===== src/rtl/instr_loader.sv =====
// Packs a big-endian UART byte stream into 32-bit words for the instruction RAM; stops after the 0xFFFFFFFF halt word.
// Latency: write one cycle after the 4th byte. No backpressure: bytes arriving during a write start the next word.
module instr_loader #(
   parameter int RAM_WIDTH      = 32,
   parameter int RAM_DEPTH      = 2048,
   parameter int TIMEOUT_CYCLES = 1000000
) (
   input  logic                       i_clk,
   input  logic                       i_rst_n,
   input  logic                       i_start,
   input  logic [7:0]                 i_rx_data,
   input  logic                       i_rx_valid,
   output logic [RAM_WIDTH-1:0]       o_addra,
   output logic [RAM_WIDTH-1:0]       o_dina,
   output logic                       o_wea,
   output logic                       o_ena,
   output logic                       o_busy,
   output logic                       o_done,
   output logic                       o_error,
   output logic [$clog2(RAM_DEPTH):0] o_word_count
);

   localparam int AW = $clog2(RAM_DEPTH);
   localparam int TW = $clog2(TIMEOUT_CYCLES + 1);
   localparam int CW = $clog2(RAM_DEPTH) + 1;
   localparam logic [AW-1:0]        LAST_ADDR = AW'(RAM_DEPTH - 1);
   localparam logic [TW-1:0]        TMO_LAST  = TW'(TIMEOUT_CYCLES - 1);
   localparam logic [RAM_WIDTH-1:0] HALT_WORD = '1;

   typedef enum logic [2:0] {
      S_IDLE,
      S_RECV,
      S_WRITE,
      S_DONE,
      S_ERROR
   } state_t;

   state_t               state_q, state_d;
   logic [RAM_WIDTH-1:0] sr_q, sr_d;
   logic [RAM_WIDTH-1:0] dina_q, dina_d;
   logic [AW-1:0]        addr_q, addr_d;
   logic [AW-1:0]        next_q, next_d;
   logic [CW-1:0]        cnt_q, cnt_d;
   logic [1:0]           bcnt_q, bcnt_d;
   logic [TW-1:0]        tmo_q, tmo_d;

   always_ff @(posedge i_clk or negedge i_rst_n) begin
      if (!i_rst_n) begin
         state_q <= S_IDLE;
         sr_q    <= '0;
         dina_q  <= '0;
         addr_q  <= '0;
         next_q  <= '0;
         cnt_q   <= '0;
         bcnt_q  <= '0;
         tmo_q   <= '0;
      end else begin
         state_q <= state_d;
         sr_q    <= sr_d;
         dina_q  <= dina_d;
         addr_q  <= addr_d;
         next_q  <= next_d;
         cnt_q   <= cnt_d;
         bcnt_q  <= bcnt_d;
         tmo_q   <= tmo_d;
      end
   end

   // addr_q/dina_q are the RAM-facing copies, so they only move when a word is committed.
   always_comb begin
      state_d = state_q;
      sr_d    = sr_q;
      dina_d  = dina_q;
      addr_d  = addr_q;
      next_d  = next_q;
      cnt_d   = cnt_q;
      bcnt_d  = bcnt_q;
      tmo_d   = tmo_q;
      unique case (state_q)
         S_RECV: begin
            if (i_rx_valid) begin
               sr_d  = {sr_q[RAM_WIDTH-9:0], i_rx_data};
               tmo_d = '0;
               if (bcnt_q == 2'd3) begin
                  bcnt_d  = 2'd0;
                  dina_d  = {sr_q[RAM_WIDTH-9:0], i_rx_data};
                  addr_d  = next_q;
                  cnt_d   = cnt_q + CW'(1);
                  state_d = S_WRITE;
               end else begin
                  bcnt_d = bcnt_q + 2'd1;
               end
            end else if (bcnt_q != 2'd0) begin
               if (tmo_q == TMO_LAST) begin
                  state_d = S_ERROR;
               end else begin
                  tmo_d = tmo_q + TW'(1);
               end
            end
         end
         S_WRITE: begin
            tmo_d  = '0;
            bcnt_d = 2'd0;
            if (dina_q == HALT_WORD) begin
               state_d = S_DONE;
            end else if (addr_q == LAST_ADDR) begin
               state_d = S_ERROR;
            end else begin
               state_d = S_RECV;
               next_d  = next_q + AW'(1);
               // A byte landing in the write cycle opens the next word.
               if (i_rx_valid) begin
                  sr_d   = {sr_q[RAM_WIDTH-9:0], i_rx_data};
                  bcnt_d = 2'd1;
               end
            end
         end
         default: begin
            if (i_start) begin
               state_d = S_RECV;
               addr_d  = '0;
               next_d  = '0;
               cnt_d   = '0;
               bcnt_d  = 2'd0;
               tmo_d   = '0;
            end
         end
      endcase
   end

   assign o_wea        = (state_q == S_WRITE);
   assign o_ena        = (state_q == S_WRITE);
   assign o_busy       = (state_q == S_RECV) || (state_q == S_WRITE);
   assign o_done       = (state_q == S_DONE);
   assign o_error      = (state_q == S_ERROR);
   assign o_addra      = RAM_WIDTH'(addr_q);
   assign o_dina       = dina_q;
   assign o_word_count = cnt_q;

endmodule


===== config.mk =====
export PLATFORM = sky130hd
export DESIGN_NAME = instr_loader
export DESIGN_NICKNAME = d
export VERILOG_FILES = /design/src/rtl/instr_loader.sv
export SDC_FILE = /design/constraint.sdc
export NUM_CORES = 1
export LEC_CHECK = 0
export ABC_AREA = 1
export CORE_MARGIN = 2
export CORE_UTILIZATION = 54
export CTS_BUF_LIST = sky130_fd_sc_hd__clkbuf_16
export DETAILED_ROUTE_END_ITERATION = 10
export GPL_ROUTABILITY_DRIVEN = 0
export GPL_TIMING_DRIVEN = 1
export PLACE_DENSITY = 0.8
export SYNTH_ARGS = -nofsm -noshare
export SYNTH_HDL_FRONTEND = slang
export SYNTH_SLANG_ARGS = --single-unit

===== constraint.sdc =====
create_clock -name i_clk -period 1.7 [get_ports i_clk]
set_input_delay 0.34 -clock i_clk [delete_from_list [all_inputs] [get_ports i_clk]]
set_output_delay 0.34 -clock i_clk [all_outputs]
set_load 0.02 [all_outputs]

==> results by stage <==
Logic synthesis:
- In this run, distinct cell masters in the synthesized netlist total 38.
- The fraction of synthesized cell area taken by the top area cell type is 47.4%.
- The total of warnings raised by yosys is 0.
- The cell type with the largest total area after synthesis is dfrtp_1.
- After synthesis, the cell types taking the most area are dfrtp_1 (47%), nand2_1 (13%), mux2_1 (4.5%), nand3_1 (3.6%), nor2_1 (3.5%).
- The count of flip-flops with a built-in enable after synthesis is 0.
- Synthesis produced 730 cells.
- The most used flip-flop cell after synthesis is dfrtp_1.
- Yosys instantiated no cell more often than nand2_1.
- After synthesis the netlist holds a flip-flop and latch count of 115.
- The average instance in the mapped netlist occupies 8.32 um^2.
- The async set or reset register ratio after synthesis is 100%.
- By count the netlist is led by nand2_1 (217), dfrtp_1 (115), nor2_1 (57), inv_1 (54), nand3_1 (44).
- Sequential elements use 47.4% of the synthesized area.
- The mapped netlist covers 6070 um^2.

CTS:
- In this run the number of H-tree levels came out at 4.
- The root buffer cell is clkbuf_16.
- At the later pin of the worst-skew pair, clock insertion delay measures 0.42 ns.
- TritonCTS built the clock tree.
- The TritonCTS sink count is 115.
- Clock-pin slew was measured on the worst setup and hold paths at 0.05 ns.
- The total CTS buffers is 17.
- The maximum number of buffers from clock root to sink is 2.

Setup path:
- The endpoint class of the critical path is a flip-flop.
- The critical path data required time is 2.02 ns.
- In this design, the stage delay of the slowest critical-path cell is 0.45 ns.
- In this run the worst path has a maximum fanout of 5.
- The critical path goes through inv_2, nand3_4, buf_12, nor2_8, buf_6, nand2_2, buf_4, buf_4, o31ai_2.
- The startpoint-to-endpoint class of the critical path is flip-flop to flip-flop.
- The kind of launch point of the worst setup path is a flip-flop.
- At the worst endpoint, the arrival time is 2.03 ns.
- The most repeated library cell on the critical path is buf_4.
- The largest individual stage delay along the critical path comes from the cell dfrtp_2.

Layout:
- Summing all flip-flop and latch instances after layout gives 2880 um^2.
- The area taken by multi-input logic gates is 2820 um^2.
- The repair_antennas step left the layout with diodes totalling 0.
- Of the cells placed in the final design, the portion with a size suffix greater than 1 is 18.3%.
- The final core utilization is 73.6%.
- The net count of the finished layout is 871.
- Compared with the post-synthesis result, the final layout area differs by 32.0%.
- After filler insertion, the fill cell instance count of the layout stands at 744.
- The post-route non-filler standard cell count is 1007.

Power and ir drop:
- The leakage power is 3.93 nW.
- In this run the power density over the cells is 1530 nW/um^2.
- Across the VDD grid, the largest voltage drop is 1.11 mV.

Timing:
- After layout, the worst path uses 100% of the clock period.
- The hold violation count in the final report is 0.
- The clock period minus final worst setup slack is 1.71 ns.
- Setup repair after global routing could not meet its margin everywhere.
- The final setup skew is 0.00777 ns.
- The setup violation total in the final timing report is 2.
- Based on the critical path, the design can be clocked at up to 586 MHz.
- The max-slew violation count is 0.
- In the post-route analysis, the smallest setup slack over all paths is -0.00647 ns.

Floorplan:
- The total number of placement rows is 38.
- For this configuration, the core starts out at a cell density of 55.8%.
- The floorplan step defined a die boundary enclosing 12100 um^2.
- The horizontal extent of the die is 110 um.
- 93 I/O pins were placed.
- The height of the die is 110 um.
- The core footprint is 10900 um^2.

GRT:
- The first-pass GRT wire length is 24.3 mm.
- Entering global routing, the biggest net connects 64 pins.
- The via count of the first global-routing pass came to 5177.
- Global routing used 25.9% of the available tracks across all layers.
- Summed over all layers, the global routing overflow is 0.
- The number of antenna violations at the first check in global routing came to 0.

Status:
- The flow ran to the end, but the final reports show violations.
- The checks that failed: negative setup slack.

Place:
- The HPWL reported at the end of detailed placement is 10.5 mm.
- The number of placed cells counting well taps is 955.
- At the placement stage, the worst setup path has a slack of -0.157 ns.
- The number of buffers added on ports is 71.

Detailed routing:
- The total length of routed wires is 16.5 mm.
- After detailed routing, the average wire length per cell comes to 16.4 um.
- The number of design-rule violations left by the first detailed-router iteration is 441.
- The number of nets still failing antenna checks after routing is 0.
- The number of design rule violations left after detail routing is 0.
- Using the TritonRoute via totals, the vias-per-cell ratio works out to 5.58.
- For this run, the detailed router's first-pass iteration total came to 6.
- The number of vias after detailed routing is 5615.

Worst hold path:
- The worst hold-check path type is primary input to async pin.

Job:
- Across the run, the number of max-cap violations was 0.
==> placed cells by master (no fill, tap or decap), types with 10 or more instances in the layout <==
cell type,n
buf_4,44
dlygate4sd2_1,55
inv_1,55
xor2_1,11
o21ai_1,25
mux2_1,24
clkdlybuf4s50_1,10
o21ai_0,26
nor3_1,14
nor2_1,50
dfrtp_1,112
nand2_2,15
nand2_1,206
nand3_1,41
clkbuf_16,21
conb_1,21
nand4_1,21
==> kinds of logic (layout without fill, tap and decap cells) <==
logic type | Yosys count | count (layout) | synth area share (%)
other | 1 | 21 | 0.0618
AND/OR/NAND/NOR | 383 | 383 | 28.2
XOR/XNOR | 15 | 15 | 2.16
flip-flops | 115 | 115 | 47.4
AO/OA/AOI/OAI | 75 | 75 | 6.88
multiplexers | 24 | 24 | 4.45
adder cells (fa/ha/maj) | 5 | 5 | 1.03
buffers and inverters | 112 | 229 | 9.81
==> final cells by class <==
cell class,count,share of cell area [%]
clock buffer,17,5.31
inverter,66,3.25
timing repair buffer,131,15.9
multi-input combinational,523,35.1
tap,140,2.19
clock inverter,15,2.33
sequential,115,36.0
==> report_power, final <==
part	internal, mW	leakage [nW]	switching (mW)
registers	3.30	1.56	0.430
clock network	2.43	0.299	1.28
logic	2.01	2.07	2.82
total	7.74	3.93	4.54
==> per-stage QoR <==
step                setup TNS [ns]  hold WS [ns]  total power, mW  cell area, um^2
floorplan                        0        0.0444             6.14             6150
global placement             -3.95         0.186             7.52             7060
detailed placement           -5.78         0.193             7.68             7060
CTS                              0         0.305             11.3             7610
global route                 -1.00         0.316             12.8             8020
finish                    -0.00715         0.317             12.3             8020
==> flip-flops by register name, indices dropped and copies added (netlist names) <==
register	cells
bcnt_q	2
state_q	3
sr_q	24
tmo_q	20
o_dina	32
next_q	11
addr_q	11
o_word_count	12
==> worst max-delay path, delay by kind of cell (launching register included) <==
kind | cells | cell delay (ns)
buf+inv | 5 | 0.65
flops | 1 | 0.45
simple gates | 3 | 0.31
compound gates | 1 | 0.18
==> worst paths after layout <==
| check | start | to | slack (ns) | cells after the start |
|---|---|---|---|---|
| worst max register to register | state_q[1]$_DFFE_PN0P_ | tmo_q[0]$_DFFE_PN0P_ | -0.006 | 9 |
| worst min-delay path | i_rst_n | o_dina[26]$_DFFE_PN0P_ | 0.32 | 2 |
| max in group asynchronous | i_rst_n | o_word_count[0]$_DFFE_PN0P_ | 0.77 | 3 |
| worst max-delay path | state_q[1]$_DFFE_PN0P_ | tmo_q[0]$_DFFE_PN0P_ | -0.006 | 9 |
| worst min register to register | sr_q[13]$_DFFE_PN0P_ | sr_q[13]$_DFFE_PN0P_ | 0.47 | 2 |
| min in group i_clk | sr_q[13]$_DFFE_PN0P_ | sr_q[13]$_DFFE_PN0P_ | 0.47 | 2 |
==> metal layers <==
layer	vias to the layer above	GRT usage [%]	share of wire (%)
met5	-	0	0
met4	0	8.41	1.9
met3	36	7.41	6.1
met2	245	44.1	52
met1	2745	31.8	40
li1	2589	-	-
==> what timing repair did <==
item	CTS	global route
pin swaps	0	21
endpoints found under the hold margin	8	0
buffers inserted	0	15
hold buffers	1	0
gates cloned	0	4
endpoints found under the setup margin	65	90
gates resized for setup	84	51
(Power assumes the default switching activity.)
==> patch, RTL diff (config.mk and constraints unchanged) <==
Change the parameter `RAM_DEPTH` from 2048 to 4096.
--- a/src/rtl/instr_loader.sv
+++ b/src/rtl/instr_loader.sv
@@ -2,7 +2,7 @@
 // Latency: write one cycle after the 4th byte. No backpressure: bytes arriving during a write start the next word.
 module instr_loader #(
    parameter int RAM_WIDTH      = 32,
-   parameter int RAM_DEPTH      = 2048,
+   parameter int RAM_DEPTH      = 4096,
    parameter int TIMEOUT_CYCLES = 1000000
 ) (
    input  logic                       i_clk,
Ports: changed (resized o_word_count); port bits go from 93 to 94. The function was not compared with the original's and may differ.
==> patch against the unedited design <==
- worst hold slack worse by 0.032 ns
- count of clock-buffer cells in the layout did not move
- setup slack worse by 0.074 ns
- synthesized area grew 3.2%
- clock power hardly changed
- global-route usage decreased by 0.63 points
- core utilization increased by 3.7 points
- routed wire length increased by 11%
- the run still ends with setup timing left
- highest routed layer unchanged
- cell area rose by 9.6%
- total power rose by 4.5%
- sequential cell count up 3
- largest cell class is now multi-input combinational cells
- sequential power up 8.8%
==> patch: results <==
metrics = {
    "status": {
        "outcome": "finished, violations left",
        "violations": "setup timing",
    },
    "yosys": {
        "yosysWarnings": 0,
        "yosysUniqueCellTypes": 42,
        "synth_seq_area_share_pct": 47.14,
        "async_reset_ff_share_pct": 100.0,
        "dominantRegCellSynth": "dfrtp_1",
        "synth_area_leaders": "dfrtp_1 47%, nand2_1 13%, inv_1 5.3%, o21ai_0 4.6%, nor2_1 3.4%",
        "ys_top_cells_by_count": "223 x nand2_1, 118 x dfrtp_1, 88 x inv_1",
    },
    "clocking": {
        "clk_path_buf_depth": 2,
        "cts_buffers": 17,
        "cts_root_buffer": "clkbuf_16",
        "htreeDepth": 4,
        "cts.clk_slew.worst_paths_ns": 0.07,
        "clk_latency_ns": 0.43,
    },
    "sta": {
        "setup_viol": 71,
        "maxSlewHeadroom_pct": 66.28,
        "setup_ws_ns": -0.08044,
        "setup_tns_ns": -2.121,
        "skew_ns": 0.01547,
    },
    "route": {
        "post_drt_wl_per_cell_microns": 16.89,
        "vias_per_cell": 5.600,
        "dr.pass1.iters": 6,
        "drt-initial-drc-count": 562,
    },
    "placement": {
        "dp_hpwl_microns": 10200,
        "preCtsSetupSlack_ns": -0.1741,
        "dpl_cell_area_sq_um": 7490,
        "numPortBuffers": 73,
    },
    "job": {
        "drv_cap": 0,
    },
    "layout": {
        "nets": 947,
        "largest_reg_flops": 32,
        "n_fill_cell": 693,
        "drive_gt1_share_pct": 27.36,
        "n_antenna_cell": 0,
    },
    "setup_path": {
        "reg2reg_depth": 10,
        "crit_arrival_ns": 2.08,
        "rr_startpoint": "state_q[0]",
        "path_max_fanout": 5,
        "timing.rr.end": "sr_q[15]",
    },
    "grt": {
        "grt_pass1_wl_microns": 25290,
        "antenna_found_initial": 0,
        "grt_usage_pct": 25.30,
        "grt_max_degree": 68,
        "grt_pass1_vias": 5327,
    },
    "pwr": {
        "p_int_mw": 7.854,
        "leakage_nw": 4.251,
        "ir_drop_mv": 1.258,
    },
    "min_path": {
        "hold_path.class": "input port to asynchronous set/reset pin",
    },
}
[patch: changes by cell type after synthesis, moves of 10 or more]
cell,change
inv_1,+34
o21ai_0,+29
mux2_1,-24
nand4_1,+11
o21ai_2,+10
[patch: cells by family (layout without fill, tap and decap cells)]
family	count (synthesis)	in the layout	synth area share, %
flops	118	118	47.14
xor+xnor	7	7	0.9788
mux	8	8	1.438
fa+ha+maj	5	5	0.9988
other cells	1	20	0.05987
compound gates	111	111	10.09
simple gates	388	389	28.11
buf+inv	143	285	11.19
[patch: worst max-delay path by stage]
stage          endpoint  slack, ns  startpoint  depth (start not counted)
2_1_floorplan  tmo_q[0]       0.14    tmo_q[0]                          8
3_3_place_gp   tmo_q[5]      -0.13  i_rx_valid                          8
3_5_place_dp   tmo_q[5]      -0.17  i_rx_valid                          8
4_1_cts         o_error      -0.04  state_q[0]                          2
5_1_grt        sr_q[19]      -0.14  o_dina[17]                          9
6_report       sr_q[15]      -0.08  state_q[0]                         10
[patch: layout make-up]
type,instances,area share (%)
sequential,118,33.62
multi-input combinational,540,35.32
clock inverter,15,2.008
clock buffer,17,4.842
inverter,98,4.415
timing repair buffer,155,17.76
tap,143,2.036
[patch: layer usage]
metal / global-route usage (%) / part of all wire [%]
met5: 0 / 0
met4: 10.21 / 3.7
met3: 5.879 / 5.3
met2: 41.98 / 51
met1: 32.20 / 40
[patch: critical path, cell delays in order, from the launching register on]
cell and delay, ns:
dfrtp_1 0.45, buf_4 0.17, nand3_4 0.11, nand2_4 0.09
buf_6 0.10, inv_4 0.03, nor2_4 0.20, nand3_4 0.17
buf_6 0.18, nand2_2 0.07, o21ai_1 0.08
[patch: per-stage QoR]
step           utilization, %  cells  hold WS (ns)
2_1_floorplan               -    800       0.04441
3_3_place_gp            65.87   1034        0.1542
4_1_cts                 71.11   1070        0.3008
6_report                77.28   1086        0.2843
3_5_place_dp            65.87   1034        0.1530
5_1_grt                 77.28   1086        0.3157
[patch: repair_timing]
item,in CTS,in global routing
resized for setup,93,183
hold endpoints to repair,66,0
hold buffers,1,0
setup endpoints to repair,64,118
setup buffers,3,6
cloned,0,10
pin swaps,0,6
[patch: power by group through the flow]
| stage | logic [mW] | registers (mW) | clock network, mW |
|---|---|---|---|
| after floorplan | 2.05 | 4.19 | 0 |
| after global placement | 3.95 | 3.88 | 0 |
| after detailed placement | 4.04 | 3.90 | 0 |
| after CTS | 4.01 | 3.86 | 3.70 |
| after global routing | 5.37 | 4.12 | 3.88 |
| final | 5.05 | 4.06 | 3.72 |
